### config.mk
export PLATFORM = sky130hd
export DESIGN_NAME = ram_2w1r
export DESIGN_NICKNAME = d
export VERILOG_FILES = /design/src/rtl/ram_2w1r.sv
export SDC_FILE = /design/constraint.sdc
export NUM_CORES = 1
export LEC_CHECK = 0
export CAP_MARGIN = 20
export CORE_MARGIN = 2
export CORE_UTILIZATION = 30
export CTS_CLUSTER_DIAMETER = 60
export DETAILED_ROUTE_END_ITERATION = 6
export PLACE_DENSITY = 0.51
export SLEW_MARGIN = 20
export SYNTH_ARGS = -nofsm -noshare
export SYNTH_HDL_FRONTEND = slang
export SYNTH_SLANG_ARGS = --single-unit
### constraint.sdc
create_clock -name clk -period 4.45 [get_ports clk]
set_clock_uncertainty 0.1 [all_clocks]
set_input_delay 0.89 -clock clk [delete_from_list [all_inputs] [get_ports clk]]
set_output_delay 0.89 -clock clk [all_outputs]
set_load 0.05 [all_outputs]
### src/rtl/ram_2w1r.sv
// ram_2w1r: 64x8 dual-write single-read RAM with post-reset zeroing sequencer
//   clk, rst            clock, synchronous active-high reset
//   en                  block enable (no write, no read, init paused when 0)
//   wr_en_a/addr_a/data_a  port A write (wins on address collision)
//   wr_en_b/addr_b/data_b  port B write
//   rd_addr, rd_data    read address, registered read-first data
//   init_busy           high while the array is being zeroed
//   wr_collide          one-cycle pulse when A and B hit the same address
//   collide_cnt         saturating collision count since reset
module ram_2w1r #(
  parameter int DW    = 8,
  parameter int AW    = 6,
  parameter int DEPTH = 64
) (
  input  logic          clk,
  input  logic          rst,
  input  logic          en,
  input  logic          wr_en_a,
  input  logic [AW-1:0] wr_addr_a,
  input  logic [DW-1:0] wr_data_a,
  input  logic          wr_en_b,
  input  logic [AW-1:0] wr_addr_b,
  input  logic [DW-1:0] wr_data_b,
  input  logic [AW-1:0] rd_addr,
  output logic [DW-1:0] rd_data,
  output logic          init_busy,
  output logic          wr_collide,
  output logic [7:0]    collide_cnt
);
  typedef enum logic {INIT, READY} state_t;
  state_t        state_q, state_d;
  logic [AW-1:0] init_ptr_q, init_ptr_d;
  logic [DW-1:0] rd_data_q, rd_data_d;
  logic          wr_collide_q, wr_collide_d;
  logic [7:0]    collide_cnt_q, collide_cnt_d;
  logic [DW-1:0] ram [DEPTH];
  logic          init_step, ready_en;
  always_comb begin
    init_step     = state_q == INIT && en;
    ready_en      = state_q == READY && en;
    init_ptr_d    = init_step ? init_ptr_q + 1'b1 : init_ptr_q;
    state_d       = init_step && init_ptr_q == AW'(DEPTH - 1) ? READY : state_q;
    wr_collide_d  = ready_en && wr_en_a && wr_en_b && wr_addr_a == wr_addr_b;
    collide_cnt_d = wr_collide_d && collide_cnt_q != 8'hff ? collide_cnt_q + 8'd1 : collide_cnt_q;
    // array read happens before this edge's writes land, giving read-first behaviour
    rd_data_d     = ready_en ? ram[rd_addr] : '0;
  end
  always_ff @(posedge clk) begin
    if (rst) begin
      state_q       <= INIT;
      init_ptr_q    <= '0;
      rd_data_q     <= '0;
      wr_collide_q  <= 1'b0;
      collide_cnt_q <= '0;
    end else begin
      state_q       <= state_d;
      init_ptr_q    <= init_ptr_d;
      rd_data_q     <= rd_data_d;
      wr_collide_q  <= wr_collide_d;
      collide_cnt_q <= collide_cnt_d;
    end
  end
  // B is written before A so a same-address A write overrides it
  always_ff @(posedge clk) begin
    if (!rst && init_step) ram[init_ptr_q] <= '0;
    if (!rst && ready_en && wr_en_b) ram[wr_addr_b] <= wr_data_b;
    if (!rst && ready_en && wr_en_a) ram[wr_addr_a] <= wr_data_a;
  end
  assign rd_data     = rd_data_q;
  assign init_busy   = state_q == INIT;
  assign wr_collide  = wr_collide_q;
  assign collide_cnt = collide_cnt_q;
endmodule
# Word-level counts from Yosys, hierarchy flattened
# Memories as Yosys holds them, arrays and structs flattened. A register that Yosys moved wholly into a read port is not among the register bits.
# Index checks and enable logic that the tools add are counted.
[totals]
register_bits = 16
ram_bits = 512
inputBits = 39
word_cells = 35
n_memories = 1
[op_classes]
addsub = 2
eq_ne = 3
muxes = 9
bitwise_logic = 2
reduce_logical = 14
[memory_table]
columns = ["memory", "depth", "width", "read_ports", "rd_ports_with_merged_regs", "wr", "line", "text"]
rows = [
  ["ram", 64, 8, 1, 1, 2, "36", "logic [DW-1:0] ram [DEPTH];"],
]
[ops]
columns = ["operator", "n"]
rows = [
  ["logical AND 1 bit", 11],
  ["adder 8 x 1 -> 8 bit (second input constant)", 1],
  ["2-to-1 mux 8 bit", 1],
  ["inequality test 8 bit (second input constant)", 1],
  ["OR reduction 8 bit", 1],
  ["2-to-1 mux 1 bit", 7],
  ["adder 6 x 1 -> 6 bit (second input constant)", 1],
  ["== test 6 bit", 1],
  ["== test 6 bit (second input constant)", 1],
  ["2-to-1 mux 6 bit", 1],
  ["NOT 1 bit", 2],
  ["OR reduction 2 bit", 1],
  ["zero test 1 bit", 1],
]

# Longest topological paths before layout
[depth]
ltp_word = 7
ltp_mapped = 8

# Worst setup path before layout
# Ideal clock, no wire load.
[synth_path]
path_type = "input -> register"
startpoint = "input rst"
endpoint = "memory ram[0][0], enable pin"
setup_ns = 0.376
arrival_time_ns = 2.501
t_required_ns = 3.974
slack_ns = 1.473
stages = 6
path_cell_list = "and4b_1 > buf_2 > buf_2 > mux2i_1 > o21ai_1 > o22ai_1"
[synth_rtl]
columns = ["item", "line", "text"]
rows = [
  ["start, declared", "16", "input logic rst,"],
  ["end, declared", "36", ""],
]

==> summary.md <==
Routability-driven placement finished with a final weighted congestion of 0.8785. Cell type of the slowest stage on the worst timing path: sky130_fd_sc_hd__o22ai_1. Startpoint of the worst hold path: collide_cnt[5]$_SDFFE_PP0P_. The worst pin sits at a relative slew slack of 28.82%. For the hold-fix buffer count after cts, the log shows 0. The sequential fraction of the synthesis area was 58.90%; the power per unit of standard cell area was 353.7 mW/mm².

The signal on the critical path passes through clkdlybuf4s50_1 -> and4b_1 -> buf_4 -> mux2i_1 -> buf_4 -> nand2_1 -> o22ai_1. Summed over all instances, the cell type with the most area after synthesis is sky130_fd_sc_hd__edfxtp_1. The pre-CTS setup slack was 0.4368 ns. Most crowded layer after global routing: met2. Global routing consumed, on the met2 layer, 31.33% of the routing resources.

By area, the combinational part of the netlist is dominated by compound AO/OA/AOI/OAI gates. After layout, the worst path uses 77.21% of the clock period. The count of cells along the worst hold path was 2. In the routed layout, each cell is associated on average with a via count of 5.552. The most used flip-flop cell after synthesis is sky130_fd_sc_hd__edfxtp_1. The final layout contains routed wiring with a total length of 95,520 µm. The synthesized netlist devotes 0.5717% of its cell area to XOR and XNOR gates. The initial utilization of the core area, before any placement, comes to 30.37%. The number of sinks driven by the clock tree was 536; the fraction of the mapped netlist area in simple logic gates was 11.46%. Setup repair after global routing left no endpoint under its margin.

Max-cap violations in this run came to 0. For this run, design rule violations remaining after detail routing come to 0. The count of final setup violators is 0, and the floorplan die area is 0.09215 mm².

The area occupied by multi-input gates is 0.01006 mm². The tools report the reg-to-reg critical path startpoint as state_q$_SDFFE_PP0P_. The worst hold path terminates at collide_cnt[5]$_SDFFE_PP0P_. Once detail routing completed, the nets flagged for antenna violations numbered 0.

The flow ran to the end, and the final reports show no timing, DRC or antenna violations. Measured in cells, the most critical reg-to-reg path has a length of 6. The critical path start-end classification is primary input to flop. The total number of yosys warnings was 0. Dividing the detail-routed wire length by the instance count gives 26.42 µm.

The run gives 3 as the initial antenna violation count. TritonCTS built the clock tree. The longest clock path from root to sink contains 3 buffers. Compared with the post-synthesis result, the final layout area differs by 15.85%. After clock tree synthesis, the clock-pin slew on the worst setup and hold paths is 0.06 ns. For this design the top-level I/O count stands at 57.

Summed over all nets, the half-perimeter wirelength after detailed placement is 58,020 µm. Across every metal layer, demand over resource in global routing totals 20.62%. In this run the static leakage power is 10.92 nW. The fraction of layout cells with a size suffix above 1 is 15.84%, and the met3 layer usage reported by global route is 3.391%. Summing every instance area after synthesis gives 0.02692 mm².

Top cell family by delay on the critical path: buffers and inverters. Yosys mapped a number of flops with a built-in enable equal to 512. Buffers placed on the I/O ports in this run total 56. Via count of the first global-routing pass: 19,420.

The overall die width is 303.6 µm. In this run the critical register-to-register path is captured at ram[38][5]$_DFFE_PP_. The number of buffers and inverters on the critical path was 3. The run gives 1.014 ns as the final worst-path setup slack. Classification of the worst-slack hold path: flop to flop. The met1 routing resource usage after global routing is 29.84%, and the placement row count is 109.

The run gives 2,477 as the initial detailed-routing violation count. The number of buffers inserted by post-CTS setup repair was 0; the worst endpoint required time was 4.60 ns. The H-tree generated during clock tree synthesis spans 2 levels. After synthesis the netlist holds a flip-flop and latch count of 536. The multiplexer area fraction after synthesis came out at 12.18%. The total clock buffers created by CTS came out at 60.

The largest single stage delay on the critical path is 0.78 ns. Counting every net in the synthesized netlist gives 2,428. The synthesized design devotes to its leading area cell type 57.11% of total area.

The actual transition at the worst max-transition pin is 1.061 ns, and the top achievable clock speed is 291.0 MHz. The launching element of the worst setup path was en. Most frequent cell on the critical path: sky130_fd_sc_hd__buf_4. In the final layout, flip-flops and latches occupy 0.01586 mm². STA classifies the critical path endpoint as a flop. The tools report the final hold violation count as 0. In the synthesized netlist the async set-or-reset flop fraction comes to 0%. After Yosys synthesis, full adders, half adders and majority gates account for 0.09295% of the synthesized area.

Clock latency on the worst-skew pair, taken at its later pin, is 0.63 ns. Once layout is complete, the utilization of the core stands at 35.18%. Summing the areas of all compound-gate instances in the mapped netlist gives 12.99% of the synthesized area. The largest fanout on the critical path came out at 17.

The tools report the library cell used as clock root buffer as sky130_fd_sc_hd__clkbuf_16. The tools report the register-to-register setup slack as 1.43 ns. Subtracting the final worst setup slack from the clock period gives 3.436 ns. The final route contains 20,070 vias.

The tools report the max-slew violation total from the final report as 0. The layout has 8,700 filler cells. The tools report the core area as 0.08865 mm².

For the total overflow reported by the global router, the log shows 0. The number of nets in the layout came out at 2,445. After synthesis, the cell types taking the most area are sky130_fd_sc_hd__edfxtp_1 57%, sky130_fd_sc_hd__mux4_2 10%, sky130_fd_sc_hd__o21ai_0 9.8%. For the setup total negative slack, the log shows 0 ns. The startpoint type of the worst setup path is a primary input.

The die extent in y is 303.6 µm. The count of mapped cells out of synthesis came out at 2,387. The worst-case IR drop observed on VDD is 0.2763 mV. The synthesized area per cell is 11.28 µm², and the count of different cell masters after synthesis is 52. Entering global routing, the biggest net connects 65 pins. The number of iterations in the first detailed-routing pass is 6. The run gives 0 as the number of gates resized after CTS.

Data on the critical path arrives at its endpoint at 3.58 ns. The power consumption is 0.01103 W, and the wire length of the first global-routing pass is 137,400 µm.
-- cell type report --
type / instances / area share, %
multi-input cells: 1601 / 32.27
diodes: 1 / 0.008024
clock inverters: 24 / 0.8746
repair buffers: 199 / 5.841
flip-flops and latches: 536 / 50.84
well taps: 1165 / 4.674
clock buffers: 83 / 5.420
inverters: 6 / 0.07221
-- state kept, by name, summed over array words and instances (netlist names) --
signal,flops
collide_cnt,8
ram,512
init_ptr_q,6
wr_collide,1
rd_data,8
state_q,1
-- metrics by stage --
stage	cells	hold slack [ns]	area [µm²]
detailed placement	3507	0.3976	29220
floorplan	2387	0.4051	26920
finish	3615	0.4113	31190
global placement	3507	0.3851	29220
global route	3614	0.4422	31180
CTS	3614	0.4091	31180
-- how the worst max path moves through the flow --
stage                     cells past startpoint  slack, ns                    to
after floorplan                               6       1.47   ram[0][0]$_DFFE_PP_
after global placement                        6       0.46  ram[18][7]$_DFFE_PP_
after CTS                                     7       1.09  ram[38][0]$_DFFE_PP_
after detailed placement                      7       0.44  ram[38][5]$_DFFE_PP_
after global routing                          6       0.90  ram[18][6]$_DFFE_PP_
final                                         7       1.01  ram[38][5]$_DFFE_PP_
-- metal layers --
| metal | up-vias | part of all wire, % | wire, µm |
|---|---|---|---|
| met4 | 0 | 3.1 | 3009 |
| met5 | - | 0 | 0 |
| met1 | 9913 | 43 | 41070 |
| met3 | 172 | 9.5 | 9093 |
| li1 | 8832 | - | - |
| met2 | 1155 | 44 | 42350 |
-- worst min-delay path: stages (launching register included) --
cell and delay [ns]:
sky130_fd_sc_hd__dfxtp_1 0.34, sky130_fd_sc_hd__o31ai_1 0.07, sky130_fd_sc_hd__a21oi_1 0.06
-- cells in the mapped netlist (4+ instances only) --
| master | instances |
|---|---|
| sky130_fd_sc_hd__nand2_1 | 588 |
| sky130_fd_sc_hd__o21ai_0 | 526 |
| sky130_fd_sc_hd__edfxtp_1 | 512 |
| sky130_fd_sc_hd__clkbuf_1 | 174 |
| sky130_fd_sc_hd__mux4_2 | 121 |
| sky130_fd_sc_hd__nor2_1 | 76 |
| sky130_fd_sc_hd__o22ai_1 | 70 |
| sky130_fd_sc_hd__buf_2 | 57 |
| sky130_fd_sc_hd__mux2i_1 | 53 |
| sky130_fd_sc_hd__dfxtp_1 | 24 |
| sky130_fd_sc_hd__nand3_1 | 22 |
| sky130_fd_sc_hd__a32oi_1 | 11 |
| sky130_fd_sc_hd__a22oi_1 | 10 |
| sky130_fd_sc_hd__nand3b_1 | 10 |
| sky130_fd_sc_hd__nor2_2 | 10 |
| sky130_fd_sc_hd__a221oi_1 | 9 |
| sky130_fd_sc_hd__buf_1 | 9 |
| sky130_fd_sc_hd__nor2b_1 | 9 |
| sky130_fd_sc_hd__a21oi_1 | 8 |
| sky130_fd_sc_hd__xnor2_1 | 7 |
| sky130_fd_sc_hd__and3_1 | 6 |
| sky130_fd_sc_hd__inv_1 | 5 |
| sky130_fd_sc_hd__nand2b_1 | 5 |
| sky130_fd_sc_hd__nand4_1 | 5 |
| sky130_fd_sc_hd__xor2_1 | 5 |
| sky130_fd_sc_hd__and2_1 | 4 |
| sky130_fd_sc_hd__nor3_1 | 4 |
| sky130_fd_sc_hd__o211ai_1 | 4 |
-- power by group --
| group | switching, W | internal (W) |
|---|---|---|
| combinational | 0.000355 | 0.000170 |
| sequential | 0.00000581 | 0.00545 |
| clock | 0.00208 | 0.00297 |
-- cells in the final DEF (no fill, tap or decap), types with 9 or more instances in the layout --
cell	instances
sky130_fd_sc_hd__nand2_1	580
sky130_fd_sc_hd__nor2b_1	9
sky130_fd_sc_hd__nand3_1	22
sky130_fd_sc_hd__mux4_2	121
sky130_fd_sc_hd__a221oi_1	9
sky130_fd_sc_hd__clkbuf_16	62
sky130_fd_sc_hd__buf_4	127
sky130_fd_sc_hd__buf_12	18
sky130_fd_sc_hd__nand3b_1	10
sky130_fd_sc_hd__mux2i_1	53
sky130_fd_sc_hd__dfxtp_1	24
sky130_fd_sc_hd__a32oi_1	11
sky130_fd_sc_hd__clkbuf_1	15
sky130_fd_sc_hd__edfxtp_1	512
sky130_fd_sc_hd__nor2_2	10
sky130_fd_sc_hd__clkdlybuf4s50_1	45
sky130_fd_sc_hd__o22ai_1	70
sky130_fd_sc_hd__nor2_1	76
sky130_fd_sc_hd__a22oi_1	10
sky130_fd_sc_hd__o21ai_0	526
-- cell families (layout without fill, tap and decap cells) --
family | count (synthesis) | count (layout)
and+or+nand+nor | 757 | 757
AOI/OAI and AO/OA | 651 | 651
DFF | 536 | 536
buffers and inverters | 250 | 312
muxes | 176 | 176
xor gates and xnor gates | 15 | 15
adders and majority gates | 2 | 2
other | 0 | 1
No activity file was read; power rests on OpenSTA's default activity.
